**src/rtl/uart_tx_mmio.sv**
```systemverilog
// Memory-mapped 8N1 UART transmitter with a 4-entry TX FIFO,
// a programmable bit divisor and a drain interrupt.
module uart_tx_mmio #(
   parameter logic [15:0] DEFAULT_DIV = 16'd16,
   parameter int          FIFO_DEPTH  = 4
) (
   input  logic        clk,
   input  logic        rst,
   input  logic        ce,
   input  logic        we,
   input  logic [31:0] addr,
   input  logic [31:0] data,
   input  logic [3:0]  sel,
   output logic [31:0] data_o,
   output logic        tx_o,
   output logic        int_o
);

   typedef enum logic [1:0] {
      S_IDLE,
      S_START,
      S_DATA,
      S_STOP
   } state_e;

   localparam logic [2:0] DEPTH = 3'(FIFO_DEPTH);

   state_e      state_q, state_d;
   logic [7:0]  fifo_q [4];
   logic [1:0]  rptr_q, wptr_q;
   logic [2:0]  cnt_q, cnt_d;
   logic        ovf_q, ovf_d;
   logic [15:0] div_q, div_d;
   logic        irq_en_q, irq_en_d;
   logic [7:0]  shreg_q;
   logic [2:0]  bidx_q;
   logic [15:0] timer_q;
   logic [15:0] deff_q;
   logic        int_q;

   logic        wr, rd;
   logic        push, push_ok, pop;
   logic        empty, full, busy;
   logic        bit_end;
   logic [15:0] deff_new;
   logic        unused_bits;

   assign unused_bits = ^{addr[31:4], addr[1:0], data[31:17]};

   assign wr       = ce & we;
   assign rd       = ce & ~we;
   assign empty    = (cnt_q == 3'd0);
   assign full     = (cnt_q == DEPTH);
   assign push     = wr & (addr[3:2] == 2'b00) & sel[0];
   assign push_ok  = push & ~full;
   assign bit_end  = (timer_q == 16'd0);
   assign deff_new = (div_q == 16'd0) ? 16'd1 : div_q;

   // FSM: state register
   always_ff @(posedge clk) begin
      if (rst) state_q <= S_IDLE;
      else     state_q <= state_d;
   end

   // FSM: next state
   always_comb begin
      state_d = state_q;
      unique case (state_q)
         S_IDLE:  if (!empty) state_d = S_START;
         S_START: if (bit_end) state_d = S_DATA;
         S_DATA:  if (bit_end && bidx_q == 3'd7) state_d = S_STOP;
         S_STOP:  if (bit_end) state_d = empty ? S_IDLE : S_START;
         default: state_d = S_IDLE;
      endcase
   end

   // FSM: outputs
   always_comb begin
      tx_o = 1'b1;
      busy = 1'b1;
      pop  = 1'b0;
      unique case (state_q)
         S_IDLE: begin
            busy = 1'b0;
            pop  = ~empty;
         end
         S_START: tx_o = 1'b0;
         S_DATA:  tx_o = shreg_q[0];
         S_STOP:  pop  = bit_end & ~empty;
         default: busy = 1'b0;
      endcase
   end

   // Register-file next state
   always_comb begin
      cnt_d    = cnt_q;
      ovf_d    = ovf_q;
      div_d    = div_q;
      irq_en_d = irq_en_q;
      case ({push_ok, pop})
         2'b10:   cnt_d = cnt_q + 3'd1;
         2'b01:   cnt_d = cnt_q - 3'd1;
         default: cnt_d = cnt_q;
      endcase
      if (push && full) ovf_d = 1'b1;
      if (wr && addr[3:2] == 2'b01 && sel[0] && data[3])
         ovf_d = 1'b0;
      if (wr && addr[3:2] == 2'b10) begin
         if (sel[0]) div_d[7:0]  = data[7:0];
         if (sel[1]) div_d[15:8] = data[15:8];
         if (sel[2]) irq_en_d    = data[16];
      end
   end

   always_ff @(posedge clk) begin
      if (rst) begin
         rptr_q   <= 2'd0;
         wptr_q   <= 2'd0;
         cnt_q    <= 3'd0;
         ovf_q    <= 1'b0;
         div_q    <= DEFAULT_DIV;
         irq_en_q <= 1'b0;
         int_q    <= 1'b0;
      end else begin
         if (push_ok) wptr_q <= wptr_q + 2'd1;
         if (pop)     rptr_q <= rptr_q + 2'd1;
         cnt_q    <= cnt_d;
         ovf_q    <= ovf_d;
         div_q    <= div_d;
         irq_en_q <= irq_en_d;
         int_q    <= irq_en_q & empty & ~busy;
      end
   end

   always_ff @(posedge clk) begin
      if (push_ok) fifo_q[wptr_q] <= data[7:0];
   end

   // Divisor is latched per frame so CTRL writes never disturb a frame
   always_ff @(posedge clk) begin
      if (rst) begin
         shreg_q <= 8'd0;
         bidx_q  <= 3'd0;
         timer_q <= 16'd0;
         deff_q  <= 16'd1;
      end else if (pop) begin
         shreg_q <= fifo_q[rptr_q];
         bidx_q  <= 3'd0;
         timer_q <= deff_new - 16'd1;
         deff_q  <= deff_new;
      end else if (busy) begin
         if (bit_end) begin
            timer_q <= deff_q - 16'd1;
            if (state_q == S_DATA) begin
               shreg_q <= {1'b0, shreg_q[7:1]};
               bidx_q  <= bidx_q + 3'd1;
            end
         end else begin
            timer_q <= timer_q - 16'd1;
         end
      end
   end

   always_comb begin
      data_o = 32'd0;
      if (rd) begin
         case (addr[3:2])
            2'b01: data_o = {25'd0, cnt_q, ovf_q, full, empty, busy};
            2'b10: data_o = {15'd0, irq_en_q, div_q};
            default: data_o = 32'd0;
         endcase
      end
   end

   assign int_o = int_q;

endmodule

```
**config.mk**
```make
export PLATFORM = sky130hd
export DESIGN_NAME = uart_tx_mmio
export DESIGN_NICKNAME = d
export VERILOG_FILES = /design/src/rtl/uart_tx_mmio.sv
export SDC_FILE = /design/constraint.sdc
export NUM_CORES = 1
export LEC_CHECK = 0
export ABC_AREA = 1
export BUFFER_PORTS_ARGS = -buffer_cell sky130_fd_sc_hd__buf_2
export CORE_MARGIN = 5
export CORE_UTILIZATION = 40
export CTS_BUF_LIST = sky130_fd_sc_hd__clkbuf_16
export DETAILED_ROUTE_END_ITERATION = 8
export PLACE_DENSITY = 0.63
export RECOVER_POWER = 25
export SYNTH_ARGS = -nofsm -noshare
export SYNTH_HDL_FRONTEND = slang
export SYNTH_SLANG_ARGS = --single-unit
```
**constraint.sdc**
```tcl
create_clock -name clk -period 2.4 [get_ports clk]
set_input_delay 0.24 -clock clk [delete_from_list [all_inputs] [get_ports clk]]
set_output_delay 0.24 -clock clk [all_outputs]
set_load 0.02 [all_outputs]
```
After elaboration in Yosys (flattened, before gate mapping)

Memory sizes are Yosys's and may differ from the RTL's. A register that Yosys moved wholly into a read port is not among the register bits.
Cells that the tools add are included.

Logic and storage cells: 94
Memories kept: 1
Input port bits: 72
Output and inout bits: 34
Register bits after elaboration: 71
Bits in writable memories: 32

Muxes and demuxes: 24
Add/sub/neg operators: 8
Reduce and logical (&&, ||, !) cells: 22
Eq/ne operators: 14
Bitwise logic cells: 12

Memories:

| memory | words | bits a word | rd ports | clocked after memory_dff | write ports | line | RTL |
|---|---|---|---|---|---|---|---|
| fifo_q | 4     | 8           | 1        | 1                        | 1           | 29   | `logic [7:0] fifo_q [4];` |

Operators by type and width:

| kind                                               | count |
|---|---|
| 2-to-1 mux 16 bit                                  | 4 |
| subtractor 16 x 1 -> 16 bit, second input constant | 3 |
| one-hot mux 17 bit (2 select lines)                | 1 |
| logical NOT 16 bit                                 | 2 |
| 2-to-1 mux 8 bit                                   | 4 |
| 2-to-1 mux 17 bit                                  | 1 |
| 2-to-1 mux 2 bit                                   | 6 |
| != test 2 bit, second input constant               | 5 |
| bitwise AND 1 bit                                  | 8 |
| == test 2 bit, second input constant               | 4 |
| one-hot mux 2 bit (4 select lines)                 | 1 |
| adder 3 x 1 -> 3 bit, second input constant        | 2 |
| == test 2 x 1 -> 1 bit, second input constant      | 3 |
| == test 3 bit, second input constant               | 2 |
| logical AND 1 bit                                  | 6 |
| one-hot mux 3 bit (2 select lines)                 | 1 |
| AND reduction 2 bit                                | 3 |
| AND reduction 3 bit                                | 2 |
| nonzero test 2 bit                                 | 3 |
| adder 2 x 1 -> 2 bit, second input constant        | 2 |
| logical NOT 2 bit                                  | 2 |
| 2-to-1 mux 1 bit                                   | 4 |
| NOT 1 bit                                          | 4 |
| one-hot mux 1 bit (2 select lines)                 | 2 |
| 4 further kinds                                    | 5 |

Logic depth before layout (Yosys ltp)

Gate-level depths: netlist of run 1.

Word-level depth: 6
Depth in mapped cells: 20
Mapped depth without buffers: 20

Worst setup path after synthesis of run 1

No wires, ideal clock.

Path kind: reg2reg
Start: reg state_q[0]
End: reg timer_q[12]
Period minus slack after synthesis: 2.305 ns
Data required time: 2.291 ns
Cell stages (with the launch flop): 17
Path buffers: 1
Path slack: 0.095 ns
Library setup time: 0.109 ns
Arrival: 2.196 ns
Cell sequence: dfxtp_1 inv_1 ha_1 inv_1 clkbuf_1 nand3_1 nand2_2 inv_1 ha_1 inv_1 nor2_4 nand2_1 nor2_4 nand3b_1 nand3_1 nand2_1 inv_1

Cells in the longest elaborated chain, start to end: 3
Elaborated cells between the ends (all ways): 5
Classes of those cells: eq/ne: 2; mux: 2; reduce/logical: 1

Ends and longest elaborated chain:

| item                                                         | line | RTL |
|---|---|---|
| from (decl)                                                  | 28   | `state_e state_q, state_d;` |
| from (signal assigned)                                       | 62   | `else state_q <= state_d;` |
| == test 2 bit or logical NOT 2 bit (tied branches)           | 82   | `unique case (state_q)` |
| one-hot mux 1 bit (2 select lines)                           | 82   |  |
| != test 2 bit (no line) or 2-to-1 mux 16 bit (tied branches) | --   |  |
| to (signal assigned)                                         | 149  | `timer_q <= deff_new - 16'd1;` |
| to (signal assigned)                                         | 153  | `timer_q <= deff_q - 16'd1;` |
| to (signal assigned)                                         | 159  | `timer_q <= timer_q - 16'd1;` |
| to (decl)                                                    | 37   | `logic [15:0] timer_q;` |

Parallel ways exist; a longest one is shown, timed or not.
A chain may end at the register's enable or synchronous reset.

Final worst setup path of run 1

Start: reg state_q[1]
End: reg timer_q[10]

Same word-level chain as after synthesis.

==> reports/results.ini, run 1 <==
[timing]
fmax_ghz=0.442
post-route-period-util_pct=94.3
relSlewSlack_pct=65.2
period_needed_ns=2.26
slew_viol_final=0
finalSetupViolations=0
hold_slack_ns=0.165
rsz0062_at_grt=false
finalHoldViolations=0
max_slew.worst_pin.slew_ns=0.520
final.setup.tns_ns=0
clock_skew_ns=0.00966
worst_slack_ns=0.136

[global_route]
gr-total-overflow=0
grtUsageTotal_pct=16.6
grt_pass1_wl_um=21600
grt_max_degree=27
antenna_found_initial=0
grt_pass1_vias=4400

[clock_tree]
clk_pin_slew_ns=0.08
cts-root-buf=clkbuf_16
cts_tree=yes
cts_max_level=3
clk_latency_ns=0.35
cts_num_sinks=105
cts_buffers=9
hold_buffers=0
cts_buffer_depth=2

[hold_path]
min_from=sel[0]
hold_path_class=input pin to register

[setup_path]
crit_start=state_q[1]
worstSetupPathType=register to register
crit_fanout=10
crit_buf_inv=5
critPathArrivalTime_ns=2.51
crit_family=simple AND/OR/NAND/NOR gates
cp_slowest_cell=ha_2
rr_startpoint=state_q[1]
crit_path_end_kind=register
slowest_delay_ns=0.35
cp-start-kind=register
crit_required_ns=2.64
cp_cell_sequence=inv_1 > ha_2 > inv_1 > buf_4 > buf_4 > nand3_2 > nand2_2 > nor2_4 > nand2_4 > nor2_4 > nand2_1 > nand2_1 > nand3_1 > nand2_1 > inv_1

[final_layout]
area_delta_synth_final_pct=15.6
final_nets=820
final_cells=912
stdcell_area_um2=6160
drive_gt1_share_pct=17.4
fill_cells=1309
num_antenna_cells=0
final_util_pct=46.9

[synth]
synth_edf_count=32
synthCells=676
synth_top_area_cell=dfxtp_1
yosysWarnings=0
yosysUniqueCellTypes=42
yosys-top-cells-area=dfxtp_1, edfxtp_1, nand2_1, inv_1, a21oi_1
synth_top_area_share_pct=27.4
yosysSeqAreaShare_pct=45.5
ys_seq_elements=105
synth_area_um2=5330
synth.avg_cell_area_um2=7.88
synth_ff_type=dfxtp_1
ys_async_sr_fraction_pct=0

[placed_design]
dpl-instance-area_um2=5770
io_buffers=44
place_ws_ns=-0.0308
dp_cells=892
place.gp.congestion=0.837
dp_hpwl_um=9750

[pwr]
p_total_mw=7.07
p_per_area_nw_per_um2=1150
swShare_pct=42.6
switchingPower_mw=3.02
leakage_nw=2.61
peakVddDrop_mv=0.494
comb_power_share_pct=47.3
p_int_mw=4.06
seqPwrFrac_pct=31.1
clkPwrFrac_pct=21.6

[floorplan]
dieArea_um2=15700
ios=106
die_w_um=125
start_util_pct=40.6
fp-row-count=42
fp.coreArea_um2=13100
die_height_um=125

[outcome]
status=finished, final reports clean

[routing]
post_drt_wl_per_cell_um=14.4
postRouteAntennaNets=0
drt-vias-per-instance=5.06
drt_iter0_markers=331
drt_pass1_iterations=5
routed_wl_um=13100
num_vias=4613
post-route-drc-count=0

[job]
drv_cap=0

[cell type report]
| type | count | area (um2) | share of cell area (%) |
|---|---|---|---|
| Clock buffer | 9 | 225 | 3.66 |
| Clock inverter | 7 | 87.6 | 1.42 |
| Multi-Input combinational cell | 454 | 2440 | 39.7 |
| Timing Repair Buffer | 72 | 415 | 6.75 |
| Tap cell | 176 | 220 | 3.58 |
| Inverter | 89 | 340 | 5.53 |
| Sequential cell | 105 | 2430 | 39.4 |
[placed cells by master, fill, tap and decap left out, drive strengths merged]
cell,n
nand2,151
inv,92
dfxtp,73
buf,62
a21oi,60
nor2,56
o21ai,50
nand3,43
edfxtp,32
clkbuf,19
ha,16
conb,15
nor3,13
a31oi,9
o22ai,8
o21bai,7
a221o,7
nand4,3
nor4,2
or2,2
o211ai,2
xor2,2
clkinv,2
a21boi,1
a22oi,1
clkinvlp,1
xnor2,1
and2,1
nand3b,1
nor3b,1
a41oi,1
fa,1
bufinv,1
[final timing paths]
check                           slack, ns  depth (start not counted)          end
worst max-delay path                 0.14                         15  timer_q[10]
worst min register to register       0.46                          2    deff_q[8]
worst min-delay path                 0.16                          2        ovf_q
worst max register to register       0.14                         15  timer_q[10]
[power groups by stage]
stage | clock [mW] | combinational, mW | sequential [mW]
2_1_floorplan | 0 | 2.43 | 2.20
3_3_place_gp | 0 | 3.09 | 2.22
3_5_place_dp | 0 | 3.15 | 2.23
4_1_cts | 1.55 | 3.18 | 2.20
5_1_grt | 1.62 | 3.74 | 2.23
6_report | 1.53 | 3.34 | 2.20
[layer usage]
metal	GRT usage (%)	up-vias	wire (um)
met5	0	-	0
met4	5.04	0	158
met2	27.5	131	6130
met3	2.09	13	567
met1	22.7	2158	6240
li1	-	2311	-
[what timing repair did]
item	in CTS	in global routing
pin swaps	0	8
cloned	0	0
gates resized for setup	3	21
buffers inserted	0	4
endpoints found under the setup margin	1	10
[worst register-to-register path, cell delays in order, from the launching register on]
cell and delay, ns:
dfxtp_2 0.34, inv_1 0.10, ha_2 0.35, inv_1 0.07
buf_4 0.16, buf_4 0.18, nand3_2 0.12, nand2_2 0.10
nor2_4 0.18, nand2_4 0.10, nor2_4 0.16, nand2_1 0.07
nand2_1 0.06, nand3_1 0.07, nand2_1 0.07, inv_1 0.03
[sequential cells by signal (all words and copies together) (netlist names), named ones only]
register  count
ovf_q         1
fifo_q       32
state_q       2
deff_q       16
rptr_q        2
timer_q      16
irq_en_q      1
shreg_q       8
bidx_q        3
int_o         1
cnt_q         3
div_q        16
wptr_q        2
[logic make-up after synthesis]
| kind of cell | count (synthesis) | share of synthesized area (%) |
|---|---|---|
| flip-flops | 105 | 45.5 |
| AO/OA/AOI/OAI | 146 | 15.6 |
| buffers and inverters | 131 | 10.6 |
| XOR/XNOR | 3 | 0.493 |
| AND/OR/NAND/NOR | 273 | 23.7 |
| adder cells (fa/ha/maj) | 17 | 4.13 |
| other | 1 | 0.0704 |
[cell usage after synthesis (4+ instances only)]
cell and instances:
nand2_4 4, nand2_1 135, ha_1 16, dfxtp_1 73
edfxtp_1 32, nor3_1 13, o22ai_1 8, clkbuf_1 18
o21ai_0 49, buf_4 15, nand3_1 41, o21bai_1 7
nor2_4 6, a31oi_1 9, nor2_1 46, buf_2 7
inv_1 85, nand2_2 12, a21oi_1 60, a221o_1 7
Power figures use the tool's default switching activity.
==> run 2: changes to the inputs <==
Settings changed: ABC_AREA 1 to default, CORE_ASPECT_RATIO from default to 0.5, CORE_UTILIZATION 40 to 50, PLACE_DENSITY 0.63 to 0.77.
==> run 2 against run 1 <==
  * The flow now finishes with violations (setup timing)
  * Worst hold slack got worse by 0.045 ns
  * Clock power fell by 3%
  * Utilization increased by 21 points
  * Synthesized cell count is 19% lower
  * Sequential share of layout area fell by 4.6 points
  * Clock skew is essentially flat
  * Design area grew 13%
  * Global-route usage up 4.9 points
  * Setup slack worse by 0.54 ns
==> reports/results.ini, run 2 <==
[timing]
post-route-period-util_pct=117  ; +23 points
slew_viol_final=0  ; unchanged
max_slew.worst_pin.slew_ns=0.604  ; +0.0842 ns
final.setup.tns_ns=-2.80  ; -2.80 ns
finalSetupViolations=15  ; +15
fmax_ghz=0.357  ; -19%
worst_slack_ns=-0.404  ; -0.540 ns
finalHoldViolations=0  ; unchanged
hold_slack_ns=0.119  ; -0.0454 ns
period_needed_ns=2.80  ; +0.540 ns
clock_skew_ns=0.00934  ; -0.000322 ns
relSlewSlack_pct=59.7  ; -5.5 points
rsz0062_at_grt=true

[synth]
synth.avg_cell_area_um2=9.57  ; +21%
yosysWarnings=0  ; unchanged
yosysUniqueCellTypes=64  ; +52%
ys_top_cells_by_count=nand2_1, dfxtp_1, nor2_1
yosys-top-cells-area=dfxtp_1, edfxtp_1, nand2_1, a21oi_1, ha_1
yosysSeqAreaShare_pct=46.0  ; +0.57 points
yosysMostFrequentCell=nand2_1
synth_area_um2=5260  ; -1.2%
synth_edf_count=32  ; unchanged
synth_top_area_cell=dfxtp_1
ys_seq_elements=105  ; unchanged
ys_async_sr_fraction_pct=0  ; unchanged
synthCells=550  ; -19%
synth_ff_type=dfxtp_1
synth_top_area_share_pct=27.8  ; +0.35 points

[pwr]
p_per_area_nw_per_um2=1370  ; +19%
peakVddDrop_mv=0.697  ; +41%
leakage_nw=2.75  ; +5.3%

[clock_tree]
clk_pin_slew_ns=0.08  ; about the same
cts_buffer_depth=2  ; unchanged
cts-root-buf=clkbuf_16
cts_max_level=3  ; unchanged
cts_num_sinks=105  ; unchanged
clk_latency_ns=0.36  ; about the same
cts_buffers=9  ; unchanged
cts_tree=yes

[global_route]
grt_pass1_vias=4477  ; +1.8%
gr-total-overflow=0  ; unchanged
grt_max_degree=54  ; +100%
grt_pass1_wl_um=21700  ; +0.13%
antenna_found_initial=0  ; unchanged
grtUsageTotal_pct=21.4  ; +4.9 points

[placed_design]
place.gp.congestion=0.872  ; +4.2%
io_buffers=44  ; unchanged
dpl-instance-area_um2=6170  ; +6.9%
dp_cells=790  ; -11%
dp_hpwl_um=9350  ; -4.1%

[setup_path]
worstSetupPathType=register to register
cp-start-kind=register
critPathArrivalTime_ns=3.07  ; +0.56 ns
crit_required_ns=2.66  ; +0.02 ns
crit_path_end_kind=register
r2r_setup_slack_ns=-0.40  ; -0.54 ns
crit_fanout=5  ; -5

[final_layout]
stdcell_area_um2=6990  ; +13%
largest-register=fifo_q
layout_commonest_cell=buf_4
drive_gt1_share_pct=33.9  ; +16 points
area_delta_synth_final_pct=32.8
largest_register_ffs=32  ; unchanged
final_cell_mix=buf_4, nand2_1, dfxtp_1
final_nets=775  ; -5.5%
final_cells=831  ; -8.9%
num_antenna_cells=0  ; unchanged
final_util_pct=68.2  ; +21 points

[floorplan]
die_w_um=155  ; +24%
die_height_um=82.5  ; -34%
fp.coreArea_um2=10200  ; -22%
fp-row-count=26  ; -38%
ios=106  ; unchanged
dieArea_um2=12800  ; -19%
start_util_pct=51.3  ; +11 points

[routing]
routed_wl_um=16000  ; +22%
post_drt_wl_per_cell_um=19.2  ; +34%
drt-vias-per-instance=5.96  ; +18%
post-route-drc-count=0  ; unchanged
drt_pass1_iterations=6  ; +1
drt_iter0_markers=521  ; +57%
postRouteAntennaNets=0  ; unchanged
num_vias=4951  ; +7.3%

[outcome]
status=finished with violations
violations=setup timing

[hold_path]
hold_path_class=input pin to register

[job]
drv_cap=0  ; unchanged

## run 2: changes by cell type after synthesis, sizes merged, moves of 15 or more
cell / previous run / this run
nand2: 151 / 85
inv: 87 / 15
o21ai: 50 / 11
mux2i: 0 / 17
nand3: 43 / 5
a211oi: 0 / 15
## run 2: final timing paths
path / from / end / cells past startpoint
hold reg to reg: deff_q[14] / deff_q[14] / 2
setup / recovery: timer_q[2] / timer_q[12] / 12
hold / removal: data[16] / irq_en_q / 3
setup reg to reg: timer_q[2] / timer_q[12] / 12
## run 2: cell type report
class | instances | area [um2]
Timing Repair Buffer | 153 | 1170
Clock inverter | 7 | 68.8
Inverter | 15 | 61.3
Multi-Input combinational cell | 402 | 2860
Tap cell | 140 | 175
Clock buffer | 9 | 225
Sequential cell | 105 | 2430
Fill cell | 670 | 3260
## run 2: metrics by stage
| stage | worst slack, ns | power, mW |
|---|---|---|
| 5_1_grt | -0.430 | 9.99 |
| 2_1_floorplan | -0.591 | 4.86 |
| 3_3_place_gp | -0.237 | 6.28 |
| 4_1_cts | -0.224 | 8.32 |
| 3_5_place_dp | -0.279 | 6.38 |
| 6_report | -0.404 | 9.57 |
## run 2: kinds of logic after synthesis
group | Yosys count | synth area share, %
XOR/XNOR | 12 | 2.00
buffers and inverters | 57 | 5.87
AND/OR/NAND/NOR | 215 | 19.9
multiplexers | 25 | 6.66
adder cells (fa/ha/maj) | 17 | 4.19
AO/OA/AOI/OAI | 118 | 15.3
other | 1 | 0.0713
flip-flops | 105 | 46.0
## run 2: critical path, cell delays in order (launching register included)
cell,delay (ns)
dfxtp_1,0.34
nor4_2,0.40
and4_4,0.33
a21oi_4,0.08
inv_4,0.07
nand2_2,0.06
nand2_2,0.08
ha_2,0.20
inv_2,0.06
a221oi_4,0.24
nand2_2,0.11
or4_4,0.52
a311oi_2,0.21
## run 2: layer usage
layer  global-route usage [%]  part of all wire [%]  up-vias
met2                     40.1                    49      308
met3                     4.69                   8.0      102
met1                     24.2                    37     2332
met5                        0                     0        -
met4                     8.90                   5.5        0
li1                         -                     -     2209
## run 2: power breakdown
part	switching, mW	internal, mW	total [mW]	leakage (nW)
combinational	2.94	2.89	5.83	1.72
clock	0.741	0.736	1.48	0.149
sequential	0.218	2.04	2.26	0.884
## run 2: what timing repair did
item | 4_1_cts | 5_1_grt
setup buffers | 14 | 13
endpoints found under the setup margin | 13 | 16
pin swaps | 12 | 27
resized for setup | 27 | 47
gates cloned | 0 | 2
hold buffers | 0 | 0
